File: config.mk
export PLATFORM = sky130hd
export DESIGN_NAME = mem_port_arbiter_flat
export DESIGN_NICKNAME = d
export VERILOG_FILES = /design/src/rtl/mem_port_arbiter_pkg.sv /design/src/rtl/mem_port_arbiter_if.sv /design/src/rtl/mem_arb_starve_ctr.sv /design/src/rtl/mem_port_arbiter.sv /design/src/flat_wrapper.sv
export SDC_FILE = /design/constraint.sdc
export NUM_CORES = 1
export LEC_CHECK = 0
export BUFFER_PORTS_ARGS = -buffer_cell sky130_fd_sc_hd__buf_2
export CAP_MARGIN = 5
export CORE_AREA = 2 2 113 115
export CTS_CLUSTER_DIAMETER = 60
export DETAILED_ROUTE_END_ITERATION = 12
export DIE_AREA = 0 0 115 117
export SYNTH_ARGS = -nofsm -noshare
export SYNTH_HDL_FRONTEND = slang
export SYNTH_HIERARCHICAL = 1
export SYNTH_SLANG_ARGS = --single-unit
File: constraint.sdc
create_clock -name CLK -period 2.4 [get_ports CLK]
set_input_delay 0.48 -clock CLK [delete_from_list [all_inputs] [get_ports CLK]]
set_output_delay 0.48 -clock CLK [all_outputs]
set_load 0.1 [all_outputs]
File: src/rtl/mem_port_arbiter_pkg.sv
// Shared types for the SRAM port arbiter: read-owner tags and the
// access bundle presented to the SRAM macro.
package mem_port_arbiter_pkg;

    localparam int MA_ADDR_W = 20;
    localparam int MA_DATA_W = 32;

    typedef enum logic [1:0] {
        OWN_NONE = 2'd0,
        OWN_I    = 2'd1,
        OWN_D    = 2'd2,
        OWN_TB   = 2'd3
    } arb_owner_e;

    typedef struct packed {
        logic                   we;
        logic [MA_ADDR_W-1:0]   addr;
        logic [MA_DATA_W-1:0]   wdata;
        logic [MA_DATA_W/8-1:0] be;
    } mem_req_t;

endpackage

File: src/rtl/mem_port_arbiter_if.sv
// Request/grant/return bundle between loader, FETCH, MEM and the SRAM.
// The arbiter takes the slave side; requesters and the SRAM take master.
interface mem_port_arbiter_if #(
    parameter int ADDR_W = 20,
    parameter int DATA_W = 32
);
    logic                TB_LOAD_CTRL;
    logic [ADDR_W-1:0]   TB_LOAD_ADDR;
    logic [DATA_W-1:0]   TB_LOAD_DATA;

    logic                D_REQ;
    logic                D_WE;
    logic [ADDR_W-1:0]   D_ADDR;
    logic [DATA_W-1:0]   D_WDATA;
    logic [DATA_W/8-1:0] D_BE;
    logic                D_GNT;
    logic                D_RVALID;
    logic [DATA_W-1:0]   D_RDATA;

    logic                I_REQ;
    logic [ADDR_W-1:0]   I_ADDR;
    logic                I_GNT;
    logic                I_RVALID;
    logic [DATA_W-1:0]   I_RDATA;

    logic                MEM_CSB;
    logic                MEM_WEB;
    logic [ADDR_W-1:0]   MEM_ADDR;
    logic [DATA_W/8-1:0] MEM_WMASK;
    logic [DATA_W-1:0]   MEM_DIN;
    logic [DATA_W-1:0]   MEM_DOUT;

    logic                STALL;

    modport slave (
        input  TB_LOAD_CTRL, TB_LOAD_ADDR, TB_LOAD_DATA,
        input  D_REQ, D_WE, D_ADDR, D_WDATA, D_BE,
        output D_GNT, D_RVALID, D_RDATA,
        input  I_REQ, I_ADDR,
        output I_GNT, I_RVALID, I_RDATA,
        output MEM_CSB, MEM_WEB, MEM_ADDR, MEM_WMASK, MEM_DIN,
        input  MEM_DOUT,
        output STALL
    );

    modport master (
        output TB_LOAD_CTRL, TB_LOAD_ADDR, TB_LOAD_DATA,
        output D_REQ, D_WE, D_ADDR, D_WDATA, D_BE,
        input  D_GNT, D_RVALID, D_RDATA,
        output I_REQ, I_ADDR,
        input  I_GNT, I_RVALID, I_RDATA,
        input  MEM_CSB, MEM_WEB, MEM_ADDR, MEM_WMASK, MEM_DIN,
        output MEM_DOUT,
        input  STALL
    );

endinterface

File: src/rtl/mem_arb_starve_ctr.sv
// Counts cycles in which fetch loses to data; force_i lets fetch
// through once the count reaches STARVE_LIM.
module mem_arb_starve_ctr #(
    parameter int STARVE_LIM = 4
) (
    input  logic clk,
    input  logic rst,
    input  logic i_req,
    input  logic d_gnt,
    input  logic i_gnt,
    output logic force_i
);

    localparam int CW = $clog2(STARVE_LIM + 1);

    logic [CW-1:0] cnt_q;
    logic [CW-1:0] cnt_d;

    always_comb begin
        cnt_d = cnt_q;
        if (!i_req || i_gnt) begin
            cnt_d = '0;
        end else if (d_gnt) begin
            cnt_d = cnt_q + 1'b1;
        end
    end

    always_ff @(posedge clk or posedge rst) begin
        if (rst) begin
            cnt_q <= '0;
        end else begin
            cnt_q <= cnt_d;
        end
    end

    assign force_i = (cnt_q == CW'(STARVE_LIM));

endmodule

File: src/rtl/mem_port_arbiter.sv
// Single-port SRAM arbiter: loader > data > fetch, 1-cycle read return.
// Define MEMARB_STARVE_GUARD_EN to let starved fetch past data.
module mem_port_arbiter
    import mem_port_arbiter_pkg::*;
#(
    parameter int ADDR_W = MA_ADDR_W,
    parameter int DATA_W = MA_DATA_W
`ifdef MEMARB_STARVE_GUARD_EN
    ,
    parameter int STARVE_LIM = 4
`endif
) (
    input  logic              CLK,
    input  logic              RST,
    mem_port_arbiter_if.slave bus
);

    arb_owner_e rd_owner_q;
    arb_owner_e rd_owner_d;
    mem_req_t   req;
    logic       d_gnt;
    logic       i_gnt;
    logic       csb;
    logic       force_i;

`ifdef MEMARB_STARVE_GUARD_EN
    mem_arb_starve_ctr #(
        .STARVE_LIM (STARVE_LIM)
    ) u_starve (
        .clk     (CLK),
        .rst     (RST),
        .i_req   (bus.I_REQ),
        .d_gnt   (d_gnt),
        .i_gnt   (i_gnt),
        .force_i (force_i)
    );
`else
    assign force_i = 1'b0;
`endif

    always_comb begin
        d_gnt      = 1'b0;
        i_gnt      = 1'b0;
        csb        = 1'b1;
        req        = '0;
        rd_owner_d = OWN_NONE;
        if (!RST) begin
            if (bus.TB_LOAD_CTRL) begin
                csb        = 1'b0;
                req.we     = 1'b1;
                req.addr   = bus.TB_LOAD_ADDR;
                req.wdata  = bus.TB_LOAD_DATA;
                req.be     = '1;
                rd_owner_d = OWN_TB;
            end else if (bus.D_REQ && !(force_i && bus.I_REQ)) begin
                d_gnt      = 1'b1;
                csb        = 1'b0;
                req.we     = bus.D_WE;
                req.addr   = bus.D_ADDR;
                req.wdata  = bus.D_WDATA;
                req.be     = bus.D_WE ? bus.D_BE : '0;
                rd_owner_d = bus.D_WE ? OWN_NONE : OWN_D;
            end else if (bus.I_REQ) begin
                i_gnt      = 1'b1;
                csb        = 1'b0;
                req.addr   = bus.I_ADDR;
                rd_owner_d = OWN_I;
            end
        end
    end

    always_ff @(posedge CLK or posedge RST) begin
        if (RST) begin
            rd_owner_q <= OWN_NONE;
        end else begin
            rd_owner_q <= rd_owner_d;
        end
    end

    assign bus.D_GNT     = d_gnt;
    assign bus.I_GNT     = i_gnt;
    assign bus.MEM_CSB   = csb;
    assign bus.MEM_WEB   = csb | !req.we;
    assign bus.MEM_ADDR  = req.addr;
    assign bus.MEM_WMASK = req.be;
    assign bus.MEM_DIN   = req.wdata;

    // Both read ports see the raw macro output; RVALID qualifies it.
    assign bus.D_RDATA  = bus.MEM_DOUT;
    assign bus.I_RDATA  = bus.MEM_DOUT;
    assign bus.D_RVALID = (rd_owner_q == OWN_D);
    assign bus.I_RVALID = (rd_owner_q == OWN_I);

    assign bus.STALL = !RST &&
                       ((bus.D_REQ && !d_gnt) || (bus.I_REQ && !i_gnt));

endmodule

File: src/flat_wrapper.sv
// flat-port wrapper written by rule: the top's interface ports become plain ports
module mem_port_arbiter_flat import mem_port_arbiter_pkg::*;
#(
    parameter int ADDR_W = MA_ADDR_W,
    parameter int DATA_W = MA_DATA_W

)
  (CLK, RST, bus_TB_LOAD_CTRL, bus_TB_LOAD_ADDR, bus_TB_LOAD_DATA, bus_D_REQ, bus_D_WE, bus_D_ADDR, bus_D_WDATA, bus_D_BE, bus_D_GNT, bus_D_RVALID, bus_D_RDATA, bus_I_REQ, bus_I_ADDR, bus_I_GNT, bus_I_RVALID, bus_I_RDATA, bus_MEM_CSB, bus_MEM_WEB, bus_MEM_ADDR, bus_MEM_WMASK, bus_MEM_DIN, bus_MEM_DOUT, bus_STALL);
  mem_port_arbiter_if #(.ADDR_W(ADDR_W), .DATA_W(DATA_W)) bus_i ();
  input  logic CLK;
  input  logic RST;
  input wire logic [$bits(bus_i.TB_LOAD_CTRL)-1:0] bus_TB_LOAD_CTRL;
  input wire logic [$bits(bus_i.TB_LOAD_ADDR)-1:0] bus_TB_LOAD_ADDR;
  input wire logic [$bits(bus_i.TB_LOAD_DATA)-1:0] bus_TB_LOAD_DATA;
  input wire logic [$bits(bus_i.D_REQ)-1:0] bus_D_REQ;
  input wire logic [$bits(bus_i.D_WE)-1:0] bus_D_WE;
  input wire logic [$bits(bus_i.D_ADDR)-1:0] bus_D_ADDR;
  input wire logic [$bits(bus_i.D_WDATA)-1:0] bus_D_WDATA;
  input wire logic [$bits(bus_i.D_BE)-1:0] bus_D_BE;
  output wire logic [$bits(bus_i.D_GNT)-1:0] bus_D_GNT;
  output wire logic [$bits(bus_i.D_RVALID)-1:0] bus_D_RVALID;
  output wire logic [$bits(bus_i.D_RDATA)-1:0] bus_D_RDATA;
  input wire logic [$bits(bus_i.I_REQ)-1:0] bus_I_REQ;
  input wire logic [$bits(bus_i.I_ADDR)-1:0] bus_I_ADDR;
  output wire logic [$bits(bus_i.I_GNT)-1:0] bus_I_GNT;
  output wire logic [$bits(bus_i.I_RVALID)-1:0] bus_I_RVALID;
  output wire logic [$bits(bus_i.I_RDATA)-1:0] bus_I_RDATA;
  output wire logic [$bits(bus_i.MEM_CSB)-1:0] bus_MEM_CSB;
  output wire logic [$bits(bus_i.MEM_WEB)-1:0] bus_MEM_WEB;
  output wire logic [$bits(bus_i.MEM_ADDR)-1:0] bus_MEM_ADDR;
  output wire logic [$bits(bus_i.MEM_WMASK)-1:0] bus_MEM_WMASK;
  output wire logic [$bits(bus_i.MEM_DIN)-1:0] bus_MEM_DIN;
  input wire logic [$bits(bus_i.MEM_DOUT)-1:0] bus_MEM_DOUT;
  output wire logic [$bits(bus_i.STALL)-1:0] bus_STALL;
  assign bus_i.TB_LOAD_CTRL = bus_TB_LOAD_CTRL;
  assign bus_i.TB_LOAD_ADDR = bus_TB_LOAD_ADDR;
  assign bus_i.TB_LOAD_DATA = bus_TB_LOAD_DATA;
  assign bus_i.D_REQ = bus_D_REQ;
  assign bus_i.D_WE = bus_D_WE;
  assign bus_i.D_ADDR = bus_D_ADDR;
  assign bus_i.D_WDATA = bus_D_WDATA;
  assign bus_i.D_BE = bus_D_BE;
  assign bus_D_GNT = bus_i.D_GNT;
  assign bus_D_RVALID = bus_i.D_RVALID;
  assign bus_D_RDATA = bus_i.D_RDATA;
  assign bus_i.I_REQ = bus_I_REQ;
  assign bus_i.I_ADDR = bus_I_ADDR;
  assign bus_I_GNT = bus_i.I_GNT;
  assign bus_I_RVALID = bus_i.I_RVALID;
  assign bus_I_RDATA = bus_i.I_RDATA;
  assign bus_MEM_CSB = bus_i.MEM_CSB;
  assign bus_MEM_WEB = bus_i.MEM_WEB;
  assign bus_MEM_ADDR = bus_i.MEM_ADDR;
  assign bus_MEM_WMASK = bus_i.MEM_WMASK;
  assign bus_MEM_DIN = bus_i.MEM_DIN;
  assign bus_i.MEM_DOUT = bus_MEM_DOUT;
  assign bus_STALL = bus_i.STALL;
  mem_port_arbiter #(.ADDR_W(ADDR_W), .DATA_W(DATA_W)) u_core (.CLK(CLK), .RST(RST), .bus(bus_i));
endmodule
==> flow_summary.toml <==
[outcome]
status = "complete, no violations"

[finish]
final_net_count = 475
reg_top3 = "u_core/rd_owner_q (2)"
largest_reg_flops = 2
final_util = 0.262
regMostFlops = "u_core/rd_owner_q"
syn2layout_area_growth_pct = 118
final_layout_size_suffix_gt1_frac = 0.769
instances_no_fill = 458

[logic_synthesis]
syn-cell-area_um2 = 1480
syn_inst = 180
synth_edf_count = 0
ys_async_sr_fraction = 1.00
synth.avg_cell_area_um2 = 8.20
yosys_warnings = 6
synth_cell_types = 23
syn_nets = 346
yosys_register_bits = 2
ys_seq_area_frac = 0.0339
ys.flop_type = "dfrtp_1"

[min_path]
hold_path.class = "in2async"

[routing]
wirelength_um = 7630
drcViolationCount = 0
drtIter0Drc = 99
routed-via-count = 1860
wl_per_cell_um = 16.7
via_per_inst = 4.06
drt.antenna.violating_nets = 0
dr.pass1.iters = 4

[sta]
finalCritPeriodShare = 0.950
slew_headroom = 0.413
rsz0062_at_grt = "false"
final-max-slew-violation-count = 0
period_minus_slack_ns = 2.28
setup_ws_ns = 0.120
fmax_mhz = 439
setup_viol_count_final = 0
hold_viol_final = 0
finalSetupTns_ns = 0
worst_pin_slew_ns = 0.881
holdWs_ns = 0.334

[floorplanning]
start_util = 0.120
die-width_um = 115
dieArea_um2 = 13500
die_h_um = 117
num_rows = 41
io_pins = 293
core-area_um2 = 12300

[worst_setup_path]
cp-end-kind = "primary output"
start_kind = "primary input"
critPathKind = "in2out"
critical_path_required_ns = 1.92
crit_arrival_ns = 1.80
cp_max_fo = 9

[power_and_ir_drop]
vdd_drop_max_mv = 0.202
cellPowerDensity_nw_per_um2 = 424
leakage_uw = 0.00160

[clock_tree]
cts_tree = "built"
cts_buffers = 3
cts_max_level = 1
postCtsSetupRepairBufs = 0
clock_sinks = 2
clkTransAtPathRegs_ns = 0.03
cts-resized-gates = 0
cts_hold_buf = 0
clockBufferDepth = 2
cts-root-buf = "clkbuf_16"

[place]
pre_cts_slack_ns = 0.0298
dp.cells = 454
portBuffers = 196
dp_hpwl_um = 6680
place_congestion = 0.753

[grt]
grt_max_degree = 48
grt_use_total = 0.0995
grt_pass1_vias = 1807
grt_pass1_wl_um = 10000
grt.overflow.total = 0
antenna_found_initial = 1

[run]
cap_viol_max_count = 0
[metal layers]
metal	wire length [um]	GRT usage	up-vias
li1	-	-	872
met1	2560	0.0991	818
met2	4010	0.199	145
met3	779	0.0185	25
met4	279	0.0450	0
met5	0	0	-
[metrics by stage]
step | area, um2 | power, uW
3_3_place_gp | 3140 | 1120
2_1_floorplan | 1550 | 1180
4_1_cts | 3220 | 1380
6_report | 3220 | 1370
5_1_grt | 3220 | 1410
3_5_place_dp | 3140 | 1130
[worst paths after layout]
| check | start | end | slack, ns | cells after the start |
|---|---|---|---|---|
| max | bus_TB_LOAD_CTRL | bus_MEM_WEB | 0.12 | 4 |
| min | RST | u_core/rd_owner_q[0]$_DFF_PP0_ | 0.33 | 2 |
| max in group asynchronous | RST | u_core/rd_owner_q[1]$_DFF_PP0_ | 1.92 | 2 |
| min in group CLK | bus_D_WE | u_core/rd_owner_q[1]$_DFF_PP0_ | 0.55 | 3 |
[layout by cell type (no fill, tap or decap), types with 2 or more instances in the layout]
master,count
buf_4,6
inv_1,2
a221o_2,8
a21oi_1,3
dfrtp_1,2
a22o_2,9
nor2b_1,2
buf_12,64
a22o_1,23
a221o_1,11
nor3_4,4
and3b_1,20
clkbuf_16,3
buf_2,135
nor2_1,4
[cells in the mapped netlist (2+ instances only)]
library cell,instances,area share
nor2b_1,3,0.013
a221o_1,20,0.14
nor2_1,4,0.010
a21oi_1,4,0.014
buf_4,65,0.33
a22o_2,9,0.061
clkbuf_1,3,0.0076
inv_1,2,0.0051
nor3_1,4,0.014
dfrtp_1,2,0.034
buf_2,5,0.017
and3b_1,20,0.12
buf_6,7,0.053
a22o_1,23,0.14
[final cells by class]
type,instances,area (um2)
Antenna cell,1,2.50
Clock buffer,3,75.1
Fill cell,1320,9090
Inverter,2,7.51
Multi-Input combinational cell,95,897
Sequential cell,2,50.0
Tap cell,150,188
Timing Repair Buffer,205,2000
[where the power goes]
group	switching [uW]	total, uW	leakage (uW)	internal, uW
Sequential	0.909	37.1	0.0000252	36.1
Combinational	677	1080	0.00154	406
Clock	35.4	247	0.0000370	212
Total	713	1370	0.00160	653
[critical path: stages]
cell and delay (ns):
buf_2 0.18, a21oi_1 0.70, or2_2 0.26, buf_12 0.17
[cells by family (layout without fill, tap and decap cells)]
logic type / count (synthesis) / after routing / share of synthesized area
buffers and inverters: 83 / 210 / 0.417
AOI/OAI and AO/OA: 58 / 58 / 0.355
and+or+nand+nor: 37 / 37 / 0.194
DFF: 2 / 2 / 0.0339
other: 0 / 1 / 0
(Power assumes the default switching activity.)
